### src/rtl/display_scheduler.sv
// -----------------------------------------------------------------------------
// display_scheduler
//   Drives one shared 7-segment bus for two common-segment displays. It keeps a
//   two-digit key history: each new key moves the right digit to the left and
//   takes the right position. The block alternates between the right and left
//   displays and inserts a blanking gap between them to prevent ghosting.
//
//   Scan order: SHOW_R -> BLANK_RL -> SHOW_L -> BLANK_LR -> SHOW_R.
//   When BLANK_CYCLES == 0 the blank states are skipped, so the order is
//   SHOW_R <-> SHOW_L.
//
//   Optional feature macro: BLANK_INVALID_EN
//     defined   : a display whose digit was never written (or was cleared)
//                 stays dark during its SHOW phase.
//     undefined : the enables ignore the valid bits, so empty digits show "0".
//
// Parameters
//   HOLD_CYCLES   clk cycles each display is lit per phase (>=1)
//   BLANK_CYCLES  clk cycles both displays are off between phases (>=0)
//
// Ports
//   clk          in   system clock
//   reset        in   asynchronous active-low reset
//   key_valid    in   single-cycle strobe; key holds a new keypress
//   key[3:0]     in   hex code of the pressed key
//   clear        in   synchronous clear of the digit history
//   digit[3:0]   out  code for the external seven_segment decoder
//   on1          out  left display enable, active-high
//   on2          out  right display enable, active-high
//   fsm_state    out  current scan state (debug)
//   digit_valid  out  {val_l, val_r} history valid bits (debug)
// -----------------------------------------------------------------------------
module display_scheduler #(
  parameter int HOLD_CYCLES  = 40,
  parameter int BLANK_CYCLES = 2
) (
  input  logic       clk,
  input  logic       reset,
  input  logic       key_valid,
  input  logic [3:0] key,
  input  logic       clear,
  output logic [3:0] digit,
  output logic       on1,
  output logic       on2,
  output logic [1:0] fsm_state,
  output logic [1:0] digit_valid
);

  localparam int MAX_LEN = (HOLD_CYCLES > BLANK_CYCLES) ? HOLD_CYCLES : BLANK_CYCLES;
  localparam int CW      = $clog2(MAX_LEN + 1);
  localparam logic [CW-1:0] HOLD_LAST  = CW'(HOLD_CYCLES - 1);
  // With no blank phase the blank states are unreachable, so this value is unused.
  localparam logic [CW-1:0] BLANK_LAST = CW'((BLANK_CYCLES > 0) ? BLANK_CYCLES - 1 : 0);

  typedef enum logic [1:0] {
    SHOW_R   = 2'd0,
    BLANK_RL = 2'd1,
    SHOW_L   = 2'd2,
    BLANK_LR = 2'd3
  } state_t;

  state_t        state, state_nxt;
  logic [CW-1:0] cnt, cnt_nxt, cnt_last;
  logic [3:0]    dig_l, dig_r;
  logic          val_l, val_r;
  logic          en_l, en_r;

  assign fsm_state   = state;
  assign digit_valid = {val_l, val_r};

`ifdef BLANK_INVALID_EN
  assign en_l = val_l;
  assign en_r = val_r;
`else
  assign en_l = 1'b1;
  assign en_r = 1'b1;
`endif

  // ---------------------------------------------------------------------------
  // Scan FSM: state register plus the phase counter
  // ---------------------------------------------------------------------------
  always_ff @(posedge clk or negedge reset) begin
    if (!reset) begin
      state <= SHOW_R;
      cnt   <= '0;
    end else begin
      state <= state_nxt;
      cnt   <= cnt_nxt;
    end
  end

  always_comb begin
    state_nxt = state;
    cnt_nxt   = cnt + 1'b1;
    cnt_last  = HOLD_LAST;
    if (state == BLANK_RL || state == BLANK_LR) cnt_last = BLANK_LAST;
    if (cnt == cnt_last) begin
      cnt_nxt = '0;
      case (state)
        SHOW_R:   state_nxt = (BLANK_CYCLES == 0) ? SHOW_L : BLANK_RL;
        BLANK_RL: state_nxt = SHOW_L;
        SHOW_L:   state_nxt = (BLANK_CYCLES == 0) ? SHOW_R : BLANK_LR;
        BLANK_LR: state_nxt = SHOW_R;
        default:  state_nxt = SHOW_R;
      endcase
    end
  end

  // ---------------------------------------------------------------------------
  // Key history. A press always wins over clear. When both occur together,
  // the left digit is cleared instead of inheriting the old right digit.
  // ---------------------------------------------------------------------------
  always_ff @(posedge clk or negedge reset) begin
    if (!reset) begin
      dig_l <= 4'h0;
      dig_r <= 4'h0;
      val_l <= 1'b0;
      val_r <= 1'b0;
    end else if (key_valid) begin
      dig_l <= clear ? 4'h0 : dig_r;
      val_l <= clear ? 1'b0 : val_r;
      dig_r <= key;
      val_r <= 1'b1;
    end else if (clear) begin
      dig_l <= 4'h0;
      dig_r <= 4'h0;
      val_l <= 1'b0;
      val_r <= 1'b0;
    end
  end

  // ---------------------------------------------------------------------------
  // Registered outputs, one cycle behind the scan state. Only one enable is
  // ever driven from a given state, so on1 and on2 cannot overlap.
  // Reset forces both enables low.
  // ---------------------------------------------------------------------------
  always_ff @(posedge clk or negedge reset) begin
    if (!reset) begin
      digit <= 4'h0;
      on1   <= 1'b0;
      on2   <= 1'b0;
    end else begin
      case (state)
        SHOW_R: begin
          on1   <= 1'b0;
          on2   <= en_r;
          digit <= dig_r;
        end
        SHOW_L: begin
          on1   <= en_l;
          on2   <= 1'b0;
          digit <= dig_l;
        end
        default: begin
          on1 <= 1'b0;
          on2 <= 1'b0;
        end
      endcase
    end
  end

endmodule
### config.mk
export PLATFORM = sky130hd
export DESIGN_NAME = display_scheduler
export DESIGN_NICKNAME = d
export VERILOG_FILES = /design/src/rtl/display_scheduler.sv
export SDC_FILE = /design/constraint.sdc
export NUM_CORES = 1
export LEC_CHECK = 0
export ABC_AREA = 1
export CAP_MARGIN = 40
export CORE_MARGIN = 3
export CORE_UTILIZATION = 55
export DETAILED_ROUTE_END_ITERATION = 8
export PLACE_DENSITY = 0.88
export SLEW_MARGIN = 20
export SYNTH_ARGS = -nofsm -noshare
export SYNTH_HDL_FRONTEND = slang
export SYNTH_SLANG_ARGS = --single-unit
### constraint.sdc
create_clock -name clk -period 3.45 [get_ports clk]
set_clock_uncertainty 0.1 [all_clocks]
set_input_delay 0.5175 -clock clk [delete_from_list [all_inputs] [get_ports clk]]
set_output_delay 0.5175 -clock clk [all_outputs]
set_load 0.02 [all_outputs]
==> out/qor.yml <==
cp_slowest_cell: "clkdlybuf4s50_1"
synthTopCellsByArea: "dfrtp_1, nand2_1, inv_1"
cts_root_buffer: "clkbuf_4"
cp-endpoint: "fsm_state[1]"
die_w_um: 51.3
n_antenna_cell: 0
synthCells: 122
core_area_mm2: 0.00184
via_count: 840
htree_levels: 1
cts_hold_buf: 0
cts_tree: "yes"
cpPeakStageDelay_ps: 640
clk_pin_slew_ps: 130
max-vdd-ir-drop_uv: 254
grt_max_degree: 15
portBuffers: 17
fin_crit_sh: 0.585
via_per_inst: 5.09
die_area_mm2: 0.00263
final_cell_mix: "nand2_1, dfrtp_1, inv_1"
clk_latency_ps: 310
ant_nets: 0
slew_headroom: 0.599
worst_pin_slew_ps: 599
path_buf_inv: 1
synth_seq_cells: 24
die-height_um: 51.3
grt_pass1_vias: 846
first_pass_iters: 4
ctsLongestPathBuffers: 2
r2r-start: "fsm_state[0]"
drv_cap: 0
synth_top_area_frac: 0.532
hold_violations: 0
criticalPathCategory: "flop to output pin"
io_pins: 18
yosysUniqueCellTypes: 23
cts_setup_buffers: 0
setup_viol: 0
dp_hpwl_mm: 1.65
holdCritPathClass: "flop to flop"
gp_congestion: 0.776
cts.sinks: 24
required_ps: 2830
grt_pass1_wl_mm: 3.66
crit_cells: 1
start_kind: "flop"
antenna_found_initial: 0
post_cts_resized: 0
worstSetupEndpointType: "output pin"
outcome: "finished clean"
grt_usage: 0.186
synth_warnings: 0
wl_per_cell_um: 12.9
rr_worst_depth: 5
rows: 15
initial_utilization: 0.614
crit_chain: "clkdlybuf4s50_1"
fin_setup_tns_ps: 0
wl_mm: 2.13
cts_buffers: 3
netlist_area_mm2: 0.00113
drv_slew: 0
r2r-end: "digit[2]"
overflow: 0
fmax_mhz: 496
r2r_setup_slack_ps: 1820
drtIter0Drc: 33
cp_top_family: "buffers and inverters"
rsz0062_at_grt: "no"
drc: 0
final_common_cell: "nand2_1"
power_per_cell_area_mw_per_mm2: 397
synth_nets: 135
drive_above_1_share: 0.0857
arrival_ps: 1400
synth_top_cell_by_area: "dfrtp_1"
post-route-min-period_ps: 2020
avgSynthCellArea_um2: 9.25
ys_seq_area_frac: 0.532
cellLeakagePower_uw: 0.000712
syn2layout_area_growth_pct: 21.1
crit_start: "fsm_state[1]"
worst_hold_slack_ps: 413
final_net_count: 154
critPathMaxFanout: 5
==> worst min-delay path by stage <==
stage               start  cells past startpoint      to
detailed placement  val_r                      2   val_r
global placement    val_r                      2   val_r
floorplan           reset                      0  cnt[0]
CTS                 val_r                      2   val_r
global route        val_r                      2   val_r
finish              val_r                      2   val_r
==> final cells by class <==
| cell class | instances | area [um2] |
|---|---|---|
| clock buffer | 3 | 22.5 |
| clock inverter | 1 | 30.0 |
| fill | 128 | 473 |
| inverter | 20 | 75.1 |
| multi-input combinational | 74 | 422 |
| sequential | 24 | 601 |
| tap | 25 | 31.3 |
| timing repair buffer | 18 | 185 |
==> registers in the layout, indices dropped and copies added, names as in the netlist <==
name       count
dig_r          4
cnt            6
dig_l          4
val_l          1
val_r          1
digit          4
on2            1
fsm_state      2
on1            1
==> worst min-delay path, delay by kind of cell (launching register included) <==
family,cells,cell delay (ps)
AND/OR/NAND/NOR,2,120
flip-flops,1,370
==> cells by family after synthesis <==
group           Yosys count  share of synthesized area
compound gates           16                     0.0776
xor+xnor                  3                     0.0233
fa+ha+maj                 5                     0.0554
buf+inv                  24                     0.0942
flops                    24                      0.532
simple gates             50                      0.217
==> metrics by stage <==
step / power (uW) / util / setup WS, ps / instance area, um2 / cells
after global routing: 566 / 0.743 / 1380 / 1370 / 165
after global placement: 341 / 0.706 / 1590 / 1300 / 160
after floorplan: 320 / - / 1860 / 1130 / 122
after CTS: 548 / 0.743 / 1420 / 1370 / 165
after detailed placement: 346 / 0.714 / 1640 / 1310 / 161
final: 542 / 0.743 / 1430 / 1370 / 165
==> cells in the mapped netlist <==
| cell | n |
|---|---|
| nand2_1 | 29 |
| dfrtp_1 | 24 |
| inv_1 | 20 |
| nor2_1 | 8 |
| o21ai_0 | 7 |
| ha_1 | 5 |
| o22ai_1 | 4 |
| a21oi_1 | 3 |
| nand3_1 | 3 |
| xor2_1 | 3 |
| buf_4 | 2 |
| nand2_2 | 2 |
| nand4_1 | 2 |
| a211oi_1 | 1 |
| buf_2 | 1 |
| buf_6 | 1 |
| nand3_2 | 1 |
| nand3_4 | 1 |
| nor2_2 | 1 |
| nor3_4 | 1 |
| nor3b_1 | 1 |
| o21ai_1 | 1 |
| or2_4 | 1 |
==> routing by layer <==
metal  global-route usage  share of wire
met1                0.235           0.44
met2                0.313           0.48
met3               0.0350          0.058
met4               0.0742          0.022
met5                    0              0
==> power breakdown <==
group | internal [uW] | switching [uW] | leakage [uW]
clock network | 117 | 84.2 | 0.0000279
logic | 20.2 | 24.7 | 0.000385
registers | 291 | 5.19 | 0.000299
Note: power is estimated with default switching activity, not from simulation.
==> RTL change (config.mk and constraints unchanged) <==
Make the reset (`reset`) synchronous in 3 clocked blocks. Comments in the files are not updated.
--- a/src/rtl/display_scheduler.sv
+++ b/src/rtl/display_scheduler.sv
@@ -81,3 +81,3 @@
   // ---------------------------------------------------------------------------
-  always_ff @(posedge clk or negedge reset) begin
+  always_ff @(posedge clk) begin
     if (!reset) begin
@@ -112,3 +112,3 @@
   // ---------------------------------------------------------------------------
-  always_ff @(posedge clk or negedge reset) begin
+  always_ff @(posedge clk) begin
     if (!reset) begin
@@ -136,3 +136,3 @@
   // ---------------------------------------------------------------------------
-  always_ff @(posedge clk or negedge reset) begin
+  always_ff @(posedge clk) begin
     if (!reset) begin
Function: differs if reset is asserted again (counterexample within 4 cycles, from zero or initial values and one cycle with reset low); with reset held inactive, the same outputs for 10 cycles.
==> RTL change against the unedited design <==
Synthesized area is 9.8% lower. Total power is 9.4% lower. Largest power group unchanged. Fmax increased by 2.5%. Combinational power grew 10%. Cell area shrank 10%. Critical path type unchanged. Sequential cell count stayed put. Setup slack improved by 49 ps. Routed wire length fell by 4.4%.
==> RTL change: results <==
set metrics [dict create \
    first_global_vias 848 \
    syn_inst 126 \
    run_status "finished clean" \
    grt_max_degree 15 \
    worst_setup_hold_path_clk_slew_ps 130 \
    hold_path.startpoint "val_l" \
    hp-class "reg -> reg" \
    worst_skew_pair.late_latency_ps 310 \
    cts.root.buffer_cell "sky130_fd_sc_hd__clkbuf_4" \
    critical-path-slowest-cell "sky130_fd_sc_hd__clkdlybuf4s50_1" \
    antenna_found_initial 0 \
    largest_reg_flops 6 \
    routed_wl_um 2030 \
    detail_route.wl_per_cell_um 12.2 \
    cp_peak_stage_delay_ps 640 \
    postCtsSetupBuffers 0 \
    placement.io_buffers 17 \
    numCtsBuffers 3 \
    detailed_place.area_mm2 0.00119 \
    ys_warns 0 \
    worstPathMaxFanout 4 \
    cp.arrival_ps 1350 \
    total_routing_usage_gr_pct 18.9 \
    drt_pass1_iterations 4 \
    final_layout_size_suffix_gt1_share_pct 6.29 \
    finalSetupViolCount 0 \
    rr_startpoint "fsm_state[0]" \
    nNetsFinal 157 \
    routability_cong 0.825 \
    n_antenna_cell 0 \
    ctsResizeCount 0 \
    place.detailed.hpwl_um 1510 \
    grt_first_pass_wirelength_um 3570 \
    drt-vias-per-instance 5.15 \
    worstMarginPinSlew_ps 464 \
    ys_async_sr_fraction_pct 0 \
    clock_path_buffers 2 \
    placement.setup.worst_slack_ps 1600 \
    netlist_top_cells_area "sky130_fd_sc_hd__dfxtp_1 (47%), sky130_fd_sc_hd__nor2_1 (7.4%), sky130_fd_sc_hd__ha_1 (6.1%)" \
    ys_top_cells_by_count "sky130_fd_sc_hd__dfxtp_1 (24), sky130_fd_sc_hd__nor2_1 (20), sky130_fd_sc_hd__inv_1 (16), sky130_fd_sc_hd__nand2_1 (16), sky130_fd_sc_hd__a21oi_1 (10)" \
    drt_iter0_drc 12 \
    final.fill_count 129 \
    hold-path-cell-count 2 \
    worst_r2r_path_depth 6 \
    worst-setup-path-type "reg -> out" \
    htree_levels 1 \
    largest-register "cnt" \
    sequential_cell_area_fraction_in_the_yosys_report_pct 47.2 \
    post_synth_num_cell_types 20 \
    postSynth.topFlopCell "sky130_fd_sc_hd__dfxtp_1" \
    synth_nets 139 \
    peak_vdd_ir_uv 212 \
    power.static_leakage_nw 0.503 \
    timing.critical_path.max_delay_family "buffers and inverters" \
]
## RTL change: worst paths after layout
check | endpoint | slack [ps]
worst min register to register | val_l | 370
worst min-delay path | val_l | 370
worst max-delay path | fsm_state[0] | 1480
worst max register to register | digit[0] | 1900
## RTL change: final cells by class
class | instances | area [um^2] | share of cell area (%)
Timing Repair Buffer | 17 | 170 | 13.8
Sequential cell | 24 | 480 | 39.1
Multi-Input combinational cell | 81 | 449 | 36.5
Clock buffer | 4 | 36.3 | 2.95
Tap cell | 24 | 30.0 | 2.44
Inverter | 17 | 63.8 | 5.19
## RTL change: cell families after synthesis
logic type,share of synthesized area [%]
xor+xnor,3.44
flops,47.2
buf+inv,8.72
fa+ha+maj,6.14
compound gates,11.2
simple gates,23.3
## RTL change: layer usage
metal,wire (um),track usage (%),vias up
met2,1090,36.7,18
li1,-,-,440
met3,53,3.06,6
met5,0,0,-
met4,31,8.06,0
met1,853,19.6,396
## RTL change: power breakdown
part	total, mW	internal, mW	switching, mW
Sequential	0.296	0.288	0.00856
Clock	0.146	0.0645	0.0812
Combinational	0.0495	0.0236	0.0260
Total	0.491	0.376	0.116
